<file path="src/rtl/imem_boot_loader_pkg.sv">
// Shared definitions for the instruction-memory boot loader: FSM states, stream framing and the checksum helper.
// The optional trailing checksum byte is enabled by defining CHECKSUM_EN.
package imem_boot_loader_pkg;

  localparam int WORD           = 32;
  localparam int BYTES_PER_WORD = 4;
  localparam int DEPTH_DEFAULT  = 256;

  typedef enum logic [2:0] {
    ST_IDLE   = 3'd0,
    ST_LEN_HI = 3'd1,
    ST_LEN_LO = 3'd2,
    ST_DATA   = 3'd3,
    ST_WRITE  = 3'd4,
    ST_CHECK  = 3'd5,
    ST_DONE   = 3'd6,
    ST_ERR    = 3'd7
  } bootState_e;

  // Running modulo-256 sum of stream bytes.
  function automatic logic [7:0] sumAdd(input logic [7:0] acc, input logic [7:0] b);
    return 8'(acc + b);
  endfunction

endpackage

</file>
<file path="src/rtl/imem_boot_loader_byte_packer.sv">
// Big-endian byte-to-word packer for the boot loader; word/wordFull describe the word
// as it stands once the byte currently on byteIn is pushed.
module imem_boot_loader_byte_packer
  import imem_boot_loader_pkg::*;
(
  input  logic            clk,
  input  logic            rst,
  input  logic            clr,
  input  logic            push,
  input  logic [7:0]      byteIn,
  output logic [WORD-1:0] word,
  output logic            wordFull
);

  logic [23:0] shift_r;
  logic [1:0]  byteIdx_r;

  assign word     = {shift_r, byteIn};
  assign wordFull = (byteIdx_r == 2'(BYTES_PER_WORD - 1));

  // Shift in accepted bytes; byteIdx wraps after the fourth so the next word starts cleanly.
  always_ff @(posedge clk) begin
    if (rst || clr) begin
      shift_r   <= 24'd0;
      byteIdx_r <= 2'd0;
    end else if (push) begin
      shift_r   <= {shift_r[15:0], byteIn};
      byteIdx_r <= byteIdx_r + 2'd1;
    end else begin
      shift_r   <= shift_r;
      byteIdx_r <= byteIdx_r;
    end
  end

endmodule

</file>
<file path="src/rtl/imem_boot_loader.sv">
// Boot loader: receives a length-prefixed byte stream, writes words to instruction memory, then releases the CPU.
// Define CHECKSUM_EN to require a trailing byte that makes the data-byte sum 0 mod 256.
module imem_boot_loader
  import imem_boot_loader_pkg::*;
#(
  parameter int DEPTH = DEPTH_DEFAULT
) (
  input  logic            clk,
  input  logic            rst,
  input  logic            start,
  input  logic [7:0]      byteIn,
  input  logic            byteValid,
  output logic            byteReady,
  output logic            memWrite,
  output logic [WORD-1:0] memAddr,
  output logic [WORD-1:0] memData,
  output logic            cpuRst,
  output logic            done,
  output logic            error
);

  localparam logic [15:0] DEPTH_W = 16'(DEPTH);

  bootState_e      state_r;
  logic            byteReady_r;
  logic            memWrite_r;
  logic [WORD-1:0] memAddr_r;
  logic [WORD-1:0] memData_r;
  logic            cpuRst_r;
  logic            done_r;
  logic            error_r;
  logic [7:0]      countHi_r;
  logic [15:0]     count_r;
  logic [15:0]     wordIdx_r;
`ifdef CHECKSUM_EN
  logic [7:0]      sum_r;
`endif

  logic            accept_s;
  logic            push_s;
  logic            clr_s;
  logic            wordFull_s;
  logic [WORD-1:0] packWord_s;
  logic [15:0]     lenNext_s;
  logic [15:0]     wordIdxInc_s;

  assign accept_s     = byteValid & byteReady_r;
  assign push_s       = accept_s & (state_r == ST_DATA);
  assign clr_s        = start & (state_r == ST_IDLE);
  assign lenNext_s    = {countHi_r, byteIn};
  assign wordIdxInc_s = wordIdx_r + 16'd1;

  assign byteReady = byteReady_r;
  assign memWrite  = memWrite_r;
  assign memAddr   = memAddr_r;
  assign memData   = memData_r;
  assign cpuRst    = cpuRst_r;
  assign done      = done_r;
  assign error     = error_r;

  imem_boot_loader_byte_packer uPacker (
    .clk      (clk),
    .rst      (rst),
    .clr      (clr_s),
    .push     (push_s),
    .byteIn   (byteIn),
    .word     (packWord_s),
    .wordFull (wordFull_s)
  );

  // Load FSM with counters and registered outputs; memWrite defaults low so it only pulses for one cycle.
  always_ff @(posedge clk) begin
    if (rst) begin
      state_r     <= ST_IDLE;
      byteReady_r <= 1'b0;
      memWrite_r  <= 1'b0;
      memAddr_r   <= 32'd0;
      memData_r   <= 32'd0;
      cpuRst_r    <= 1'b1;
      done_r      <= 1'b0;
      error_r     <= 1'b0;
      countHi_r   <= 8'd0;
      count_r     <= 16'd0;
      wordIdx_r   <= 16'd0;
`ifdef CHECKSUM_EN
      sum_r       <= 8'd0;
`endif
    end else begin
      memWrite_r <= 1'b0;
      case (state_r)
        ST_IDLE: begin
          if (start) begin
            state_r     <= ST_LEN_HI;
            byteReady_r <= 1'b1;
            countHi_r   <= 8'd0;
            count_r     <= 16'd0;
            wordIdx_r   <= 16'd0;
`ifdef CHECKSUM_EN
            sum_r       <= 8'd0;
`endif
          end
        end
        ST_LEN_HI: begin
          if (accept_s) begin
            countHi_r <= byteIn;
            state_r   <= ST_LEN_LO;
          end
        end
        ST_LEN_LO: begin
          if (accept_s) begin
            count_r   <= lenNext_s;
            wordIdx_r <= 16'd0;
            if (lenNext_s > DEPTH_W) begin
              state_r     <= ST_ERR;
              byteReady_r <= 1'b0;
              error_r     <= 1'b1;
            end else if (lenNext_s == 16'd0) begin
`ifdef CHECKSUM_EN
              state_r     <= ST_CHECK;
`else
              state_r     <= ST_DONE;
              byteReady_r <= 1'b0;
              done_r      <= 1'b1;
              cpuRst_r    <= 1'b0;
`endif
            end else begin
              state_r <= ST_DATA;
            end
          end
        end
        ST_DATA: begin
          if (accept_s) begin
`ifdef CHECKSUM_EN
            sum_r <= sumAdd(sum_r, byteIn);
`endif
            if (wordFull_s) begin
              state_r     <= ST_WRITE;
              byteReady_r <= 1'b0;
              memWrite_r  <= 1'b1;
              memAddr_r   <= {14'd0, wordIdx_r, 2'b00};
              memData_r   <= packWord_s;
            end
          end
        end
        ST_WRITE: begin
          // wordIdx stops at the last word so it never exceeds DEPTH-1.
          if (wordIdxInc_s == count_r) begin
`ifdef CHECKSUM_EN
            state_r     <= ST_CHECK;
            byteReady_r <= 1'b1;
`else
            state_r     <= ST_DONE;
            done_r      <= 1'b1;
            cpuRst_r    <= 1'b0;
`endif
          end else begin
            state_r     <= ST_DATA;
            byteReady_r <= 1'b1;
            wordIdx_r   <= wordIdxInc_s;
          end
        end
`ifdef CHECKSUM_EN
        ST_CHECK: begin
          if (accept_s) begin
            byteReady_r <= 1'b0;
            if (sumAdd(sum_r, byteIn) == 8'd0) begin
              state_r  <= ST_DONE;
              done_r   <= 1'b1;
              cpuRst_r <= 1'b0;
            end else begin
              state_r <= ST_ERR;
              error_r <= 1'b1;
            end
          end
        end
`endif
        ST_DONE: begin
          byteReady_r <= 1'b0;
        end
        ST_ERR: begin
          byteReady_r <= 1'b0;
          cpuRst_r    <= 1'b1;
        end
        default: begin
          state_r     <= ST_IDLE;
          byteReady_r <= 1'b0;
          cpuRst_r    <= 1'b1;
        end
      endcase
    end
  end

endmodule

</file>
<file path="config.mk">
export PLATFORM = sky130hd
export DESIGN_NAME = imem_boot_loader
export DESIGN_NICKNAME = d
export VERILOG_FILES = /design/src/rtl/imem_boot_loader_pkg.sv /design/src/rtl/imem_boot_loader_byte_packer.sv /design/src/rtl/imem_boot_loader.sv
export SDC_FILE = /design/constraint.sdc
export NUM_CORES = 1
export LEC_CHECK = 0
export CAP_MARGIN = 20
export CELL_PAD_IN_SITES_DETAIL_PLACEMENT = 1
export CELL_PAD_IN_SITES_GLOBAL_PLACEMENT = 1
export CORE_MARGIN = 2
export CORE_UTILIZATION = 43
export CTS_CLUSTER_DIAMETER = 50
export CTS_CLUSTER_SIZE = 12
export DETAILED_ROUTE_END_ITERATION = 10
export PLACE_DENSITY_LB_ADDON = 0.2
export SLEW_MARGIN = 5
export SYNTH_ARGS = -nofsm -noshare
export SYNTH_HDL_FRONTEND = slang
export SYNTH_HIERARCHICAL = 1
export SYNTH_SLANG_ARGS = --single-unit
</file>
<file path="constraint.sdc">
create_clock -name clk -period 6.5 [get_ports clk]
set_input_delay 1.3 -clock clk [delete_from_list [all_inputs] [get_ports clk]]
set_output_delay 1.3 -clock clk [all_outputs]
set_load 0.01 [all_outputs]
</file>
==> metrics.md, run 1 <==
| Metric | Value |
|---|---|
| Initial antenna violation count | `0` |
| R2r startpoint | `wordIdx_r[0]` |
| Die W | `117 µm` |
| Placement row count | `41` |
| I/O pin count | `81` |
| Slowest CP cell | `clkdlybuf4s50_1` |
| Critical Path Stages | `9` |
| Power Total | `1.86 mW` |
| R2r setup slk | `3.21 ns` |
| Synth warnings | `6` |
| Vias per std cell | `5.40` |
| Starting density of the core | `43.8%` |
| Buffer and inverter count on the worst path | `3` |
| Vias | `4,755` |
| Gpl congestion | `0.839` |
| CTS sink cnt | `122` |
| Crit path largest cell delay | `0.45 ns` |
| Period utilization | `52.8%` |
| Net Sw Power | `480 µW` |
| CP Cell Sequence | `clkdlybuf4s50_1 > and2_1 > nand2_1 > nor2_2 > buf_4 > and2_1 > buf_4 > nand2_1 > a21oi_1` |
| Sw frac | `25.8%` |
| Worst VDD drop | `0.000184 V` |
| Antenna-violating nets left | `0` |
| Largest net degree at the start of global routing | `59` |
| Layout cells sized above 1 | `7.33%` |
| Pre-antenna DRT Iters | `4` |
| Mapped Cells | `664` |
| Final hold violations | `0` |
| FMAX | `291 MHz` |
| Worst skew pair latency | `0.41 ns` |
| R2R cell count | `8` |
| CTS Hold Bufs | `0` |
| Antenna Cells | `0` |
| PwrDens | `281 mW/mm²` |
| Primary FF master, synth | `dfxtp_1` |
| Slew @ Worst Pin | `0.900 ns` |
| Required time of the critical path | `6.83 ns` |
| Unrepaired setup endpoints after global routing | `false` |
| Post-synthesis sequential area ratio | `44.4%` |
| Worst-path clk slew | `0.06 ns` |
| Worst setup SP type | `primary input` |
| Post-cts resize count | `0` |
| CP endpoint kind | `flop` |
| Total negative slack | `0 ns` |
| Final setup violation count | `0` |
| HPWL after DPL | `10,500 µm` |
| Die ar. | `0.0137 mm²` |
| CTS tree | `built` |
| Share of power burned in the clock network | `49.9%` |
| Initial DRC Count | `310` |
| H-tree depth | `4` |
| Distinct cell type count after synthesis | `57` |
| Mean post-synth cell area | `8.29 µm²` |
| CTS max path bufs | `2` |
| Hold_ws | `0.455 ns` |
| Status | `completed` |
| PortBufs | `64` |
| Root buffer cell | `clkbuf_16` |
| Vias in the first global route | `4,976` |
| Filler Cell Count | `1,476` |
| Pint | `1.38 mW` |
| Crit Path Category | `in2reg` |
| Total CTS buffers | `17` |
| Max-slew violations | `0` |
| Slew headroom | `40.0%` |
| Crit path time final | `3.43 ns` |
| CP max FO | `48` |
| Nets@finish | `710` |
| Register bit total from synthesis | `122` |
| Clk_skew | `0.00548 ns` |
| Layout area overhead | `20.1%` |
| GRT Residual Overflow | `0` |
| Crit path to | `memData[13]` |
| Final WL | `15,600 µm` |
| EDFF count, synth | `0` |
| Standby leakage power | `2.23 nW` |
| Worst path arrival time | `3.77 ns` |
| Comb pwr share | `8.6%` |
| Placeable Area | `0.0126 mm²` |
| Die extent in y | `117 µm` |
| Crit. Startpoint | `byteValid` |
| Async SR Flop Fraction | `0%` |
| Setup Buffers After CTS | `0` |
| CP top delay family | `buffers and inverters` |
| Place WS | `2.68 ns` |
| First-pass GRT wire length | `25,500 µm` |
| Sequential power share | `41.6%` |
| Worst reg2reg path endpoint | `wordIdx_r[6]` |
| Max cap viols | `0` |
| GR Util All Layers | `24.1%` |
| Hold Crit Class | `reg2reg` |
| Average wire per standard cell | `17.7 µm` |
| Synthesized area | `0.00550 mm²` |
| Final WS setup | `3.07 ns` |
| DRC viols | `0` |
-- layout by cell type, fill, tap and decap left out, types with 4 or more instances in the layout --
cell type / instances
nand2_1: 144
dfxtp_1: 122
a21oi_1: 83
clkdlybuf4s50_1: 63
nor2_1: 39
nand3_1: 29
mux2i_1: 29
a31oi_1: 22
xnor2_1: 19
clkbuf_16: 17
conb_1: 16
o21ai_0: 12
nor4_1: 7
nor3_1: 7
buf_4: 6
or3_1: 5
and2_1: 4
inv_1: 4
and3_1: 4
xor2_1: 4
a21o_1: 4
clkinv_2: 4
clkinvlp_4: 4
-- cell families after synthesis --
logic type      after synthesis  synth area share, %
simple gates                267                 22.9
fa+ha+maj                     2                0.455
xor+xnor                     23                 3.66
mux                          29                 5.28
buf+inv                      77                 8.16
compound gates              143                 15.1
other cells                   1               0.0681
flops                       122                 44.4
-- cell usage after synthesis (3+ instances only) --
cell type,count,area (µm²)
inv_1,4,15.0
nor2b_1,3,18.8
xnor2_1,19,166
buf_6,5,56.3
clkbuf_1,32,120
mux2i_1,29,290
and3_1,4,25.0
or3_1,5,31.3
a31oi_1,22,138
o21ai_0,12,60.1
o31ai_1,3,22.5
buf_2,8,40.0
a41oi_1,3,26.3
nand4_1,3,18.8
dfxtp_1,122,2440
a21oi_1,83,415
nor3b_1,3,22.5
nor4_1,7,43.8
nand3_1,29,145
nor2_1,40,150
nor4_2,3,37.5
a211oi_1,3,22.5
and2_1,4,25.0
a21o_1,4,30.0
xor2_1,4,35.0
buf_4,24,180
nand2_1,144,541
nor3_1,7,35.0
-- how the worst min path moves through the flow --
stage	startpoint	to	slack, ns	cells after the start
CTS	memAddr[12]	memAddr[12]	0.46	2
global route	memData[5]	memData[5]	0.48	2
floorplan	uPacker/shift_r[16]	memData[24]	0.43	2
global placement	memAddr[16]	memAddr[16]	0.44	2
detailed placement	memAddr[4]	memAddr[4]	0.45	2
finish	memAddr[12]	memAddr[12]	0.46	2
-- worst reg2reg max path: stages, from the launching register on --
cell and delay (ns):
dfxtp_1 0.58, ha_1 0.34, nand3_1 0.30, nor4_2 0.58, xnor2_1 0.15, nor4_2 0.28, nand3_2 0.46, a41oi_1 0.40
a31oi_1 0.06
-- metal layers --
metal / part of all wire [%] / global-route usage, % / up-vias
li1: - / - / 2313
met1: 43 / 29.3 / 2337
met2: 52 / 42.4 / 92
met3: 3.7 / 5.51 / 13
met4: 0.78 / 7.61 / 0
met5: 0 / 0 / -
-- cell type report --
| class | count | area (µm²) | area share [%] |
|---|---|---|---|
| clock buffers | 18 | 439 | 6.64 |
| inverters | 5 | 18.8 | 0.284 |
| well taps | 172 | 215 | 3.26 |
| clock inverters | 14 | 145 | 2.20 |
| repair buffers | 70 | 681 | 10.3 |
| multi-input cells | 480 | 2670 | 40.4 |
| flip-flops and latches | 122 | 2440 | 36.9 |
-- power by group through the flow --
stage          clock network (mW)  registers, mW  logic, mW
2_1_floorplan                   0          0.780      0.136
3_3_place_gp                    0          0.788      0.152
3_5_place_dp                    0          0.788      0.158
4_1_cts                     0.944          0.772      0.159
5_1_grt                     0.974          0.775      0.176
6_report                    0.926          0.773      0.159
-- state kept, by name, indices dropped and copies added (netlist names), 2 cells and up --
register,cells
countHi_r,8
count_r,16
memAddr,16
memData,32
state_r,3
uPacker/byteIdx_r,2
uPacker/shift_r,24
wordIdx_r,16
-- per-stage QoR --
stage	std cells	cell area [µm²]	utilization [%]
after floorplan	679	5560	-
after global placement	848	6020	47.9
after detailed placement	849	6030	48.0
after CTS	881	6610	52.6
after global routing	881	6610	52.6
final	881	6610	52.6
Note: power is estimated with default switching activity, not from simulation.
==> inputs of run 2 (changes only) <==
--- a/config.mk
+++ b/config.mk
@@ -9,7 +9,7 @@
 export CELL_PAD_IN_SITES_DETAIL_PLACEMENT = 1
 export CELL_PAD_IN_SITES_GLOBAL_PLACEMENT = 1
 export CORE_MARGIN = 2
-export CORE_UTILIZATION = 43
+export CORE_UTILIZATION = 40
 export CTS_CLUSTER_DIAMETER = 50
 export CTS_CLUSTER_SIZE = 12
 export DETAILED_ROUTE_END_ITERATION = 10
==> constraint.sdc (replaced) <==
create_clock -name clk -period 3.6 [get_ports clk]
set_input_delay 0.72 -clock clk [delete_from_list [all_inputs] [get_ports clk]]
set_output_delay 0.72 -clock clk [all_outputs]
set_load 0.01 [all_outputs]
==> run 2 against run 1 <==
Count of clock-buffer cells in the layout up 1. Sequential share of layout area shrank 0.63 points. First-iteration DRC count fell by 18%. Cell area up 1.7%. Utilization fell by 2.2 points. Power increased by 83%. Non-clock buffer count increased by 12. Clock skew increased by 0.0049 ns. Largest cell class unchanged.
==> metrics.md, run 2 (synthesized netlist as in run 1, its figures left out) <==
| Metric | Value |
|---|---|
| HPWL after DPL | `10,500 µm (about the same)` |
| Number of flip-flops under the largest register name | `32 (unchanged)` |
| Placeable Area | `0.0133 mm² (was 0.0126 mm²)` |
| Worst skew pair latency | `0.41 ns (about the same)` |
| Setup Buffers After CTS | `0 (unchanged)` |
| GRT Residual Overflow | `0 (unchanged)` |
| Slew @ Worst Pin | `0.791 ns (was 0.900 ns)` |
| Sequential power share | `41.0% (was 41.6%)` |
| PwrDens | `505 mW/mm² (was 281 mW/mm²)` |
| Layout area overhead | `22.2% (was 20.1%)` |
| Total negative slack | `0 ns (unchanged)` |
| Vias | `4,762 (was 4,755)` |
| Final core occ | `50.4% (was 52.6%)` |
| CTS tree | `built (unchanged)` |
| R2r startpoint | `wordIdx_r[2] (was wordIdx_r[0])` |
| Net Sw Power | `843 µW (was 480 µW)` |
| Sw frac | `24.8% (was 25.8%)` |
| Worst path arrival time | `3.27 ns (was 3.77 ns)` |
| Final setup violation count | `0 (unchanged)` |
| Required time of the critical path | `3.85 ns (was 6.83 ns)` |
| Hold Crit Class | `reg2reg (unchanged)` |
| Die extent in y | `121 µm (was 117 µm)` |
| Initial DRC Count | `254 (was 310)` |
| Comb pwr share | `8.8% (was 8.6%)` |
| CP endpoint kind | `flop (unchanged)` |
| Crit path time final | `3.02 ns` |
| CTS sink cnt | `122 (unchanged)` |
| Root buffer cell | `clkbuf_16 (unchanged)` |
| Initial antenna violation count | `0 (unchanged)` |
| Die W | `121 µm (was 117 µm)` |
| Slowest CP cell | `dfxtp_1 (was clkdlybuf4s50_1)` |
| Final WL | `15,400 µm (was 15,600 µm)` |
| Post-cts resize count | `0 (unchanged)` |
| Max-slew violations | `0 (unchanged)` |
| Die ar. | `0.0147 mm² (was 0.0137 mm²)` |
| Antenna Cells | `0 (unchanged)` |
| Largest net degree at the start of global routing | `49 (was 59)` |
| Status | `completed (unchanged)` |
| Commonest non-fill, non-tap cell in the layout | `nand2_1 (unchanged)` |
| Standby leakage power | `2.30 nW (was 2.23 nW)` |
| Filler Cell Count | `1,585 (was 1,476)` |
| Layout cells sized above 1 | `8.48% (was 7.33%)` |
| HP Start | `memAddr[7] (was memAddr[12])` |
| Unrepaired setup endpoints after global routing | `false (unchanged)` |
| Share of power burned in the clock network | `50.2% (was 49.9%)` |
| PortBufs | `64 (unchanged)` |
| GR Util All Layers | `21.6% (was 24.1%)` |
| Crit. Startpoint | `wordIdx_r[2] (was byteValid)` |
| Vias per std cell | `5.32 (was 5.40)` |
| CTS Hold Bufs | `0 (unchanged)` |
| Commonest cells after routing, fill and taps aside | `nand2_1 (144), dfxtp_1 (122), a21oi_1 (83), clkdlybuf4s50_1 (63), nor2_1 (39) (unchanged)` |
| DRC viols | `0 (unchanged)` |
| Vias in the first global route | `4,912 (was 4,976)` |
| Pre-antenna DRT Iters | `4 (unchanged)` |
| Max cap viols | `0 (unchanged)` |
| CTS max path bufs | `2 (unchanged)` |
| Gpl congestion | `0.830 (was 0.839)` |
| Final Instance Area | `0.00673 mm² (was 0.00661 mm²)` |
| Area after DPL | `0.00613 mm² (was 0.00603 mm²)` |
| Worst-path clk slew | `0.05 ns (was 0.06 ns)` |
| Total CTS buffers | `17 (unchanged)` |
| Worst setup SP type | `flop (was primary input)` |
| CP max FO | `17 (was 48)` |
| Nets@finish | `722 (was 710)` |
| Placement row count | `42 (was 41)` |
| I/O pin count | `81 (unchanged)` |
| CP Cell Sequence | `nand3_1 > nor4_2 > xnor2_1 > nor4_2 > nand3_2 > nand2_1 > a41oi_1 (was clkdlybuf4s50_1 > and2_1 > nand2_1 > nor2_2 > buf_4 > and2_1 > buf_4 > nand2_1 > a21oi_1)` |
| Crit path largest cell delay | `0.56 ns (was 0.45 ns)` |
| Critical Path Most Common Cell | `nor4_2` |
| R2R cell count | `7 (was 8)` |
| FMAX | `331 MHz` |
| Starting density of the core | `41.2% (was 43.8%)` |
| Antenna-violating nets left | `0 (unchanged)` |
| Average wire per standard cell | `17.3 µm (was 17.7 µm)` |
| Worst VDD drop | `0.000326 V (was 0.000184 V)` |
| Period utilization | `83.9%` |
| Slew headroom | `47.2% (was 40.0%)` |
| Final hold violations | `0 (unchanged)` |
| Power Total | `3.40 mW (was 1.86 mW)` |
| Crit Path Category | `reg2reg (was in2reg)` |
| Clk_skew | `0.0104 ns (was 0.00548 ns)` |
| H-tree depth | `4 (unchanged)` |
| Hold Path Depth | `2 (unchanged)` |
| Pint | `2.56 mW (was 1.38 mW)` |
| First-pass GRT wire length | `24,900 µm (was 25,500 µm)` |
==> run 2: changes by cell type in the layout (fill, tap and decap cells not counted) <==
cell        change
buf_12          +1
buf_4          +11
bufinv_16       +1
clkbuf_1        +1
clkinv_2        -2
clkinv_4        +2
clkinvlp_4      -1
inv_6           -3
==> run 2: worst max-delay path: cells and delay by family (launching register included) <==
family / cells / cell delay (ns)
flops: 1 / 0.56
xor+xnor: 1 / 0.15
compound gates: 1 / 0.14
simple gates: 5 / 2.00
==> run 2: final timing paths <==
| check | to | slack, ns |
|---|---|---|
| worst max register to register | cpuRst | 0.58 |
| worst max-delay path | cpuRst | 0.58 |
| worst min-delay path | memAddr[7] | 0.46 |
| worst min register to register | memAddr[7] | 0.46 |
==> run 2: metrics by stage <==
step | setup slack, ns | instances | hold slack (ns)
global placement | 0.663 | 865 | 0.442
CTS | 0.595 | 895 | 0.456
global route | 0.368 | 895 | 0.475
floorplan | 1.22 | 679 | 0.431
finish | 0.580 | 895 | 0.455
detailed placement | 0.613 | 865 | 0.448
==> run 2: final cells by class <==
type,instances,area (µm²),area share (%)
clock buffer,19,443,6.58
clock inverter,11,149,2.21
inverter,5,18.8,0.279
multi-input combinational,480,2670,39.7
sequential,122,2440,36.3
tap,176,220,3.27
timing repair buffer,82,783,11.6
==> run 2: metal layers <==
layer	wire [µm]	GRT usage, %
met5	0	0
met3	536	4.84
met1	6940	26.3
met2	7810	37.7
met4	159	6.82
==> run 2: power groups by stage <==
stage | registers, mW | logic (mW) | clock network [mW]
2_1_floorplan | 1.41 | 0.245 | 0
3_3_place_gp | 1.42 | 0.288 | 0
3_5_place_dp | 1.42 | 0.297 | 0
4_1_cts | 1.39 | 0.300 | 1.74
5_1_grt | 1.40 | 0.332 | 1.80
6_report | 1.39 | 0.299 | 1.71
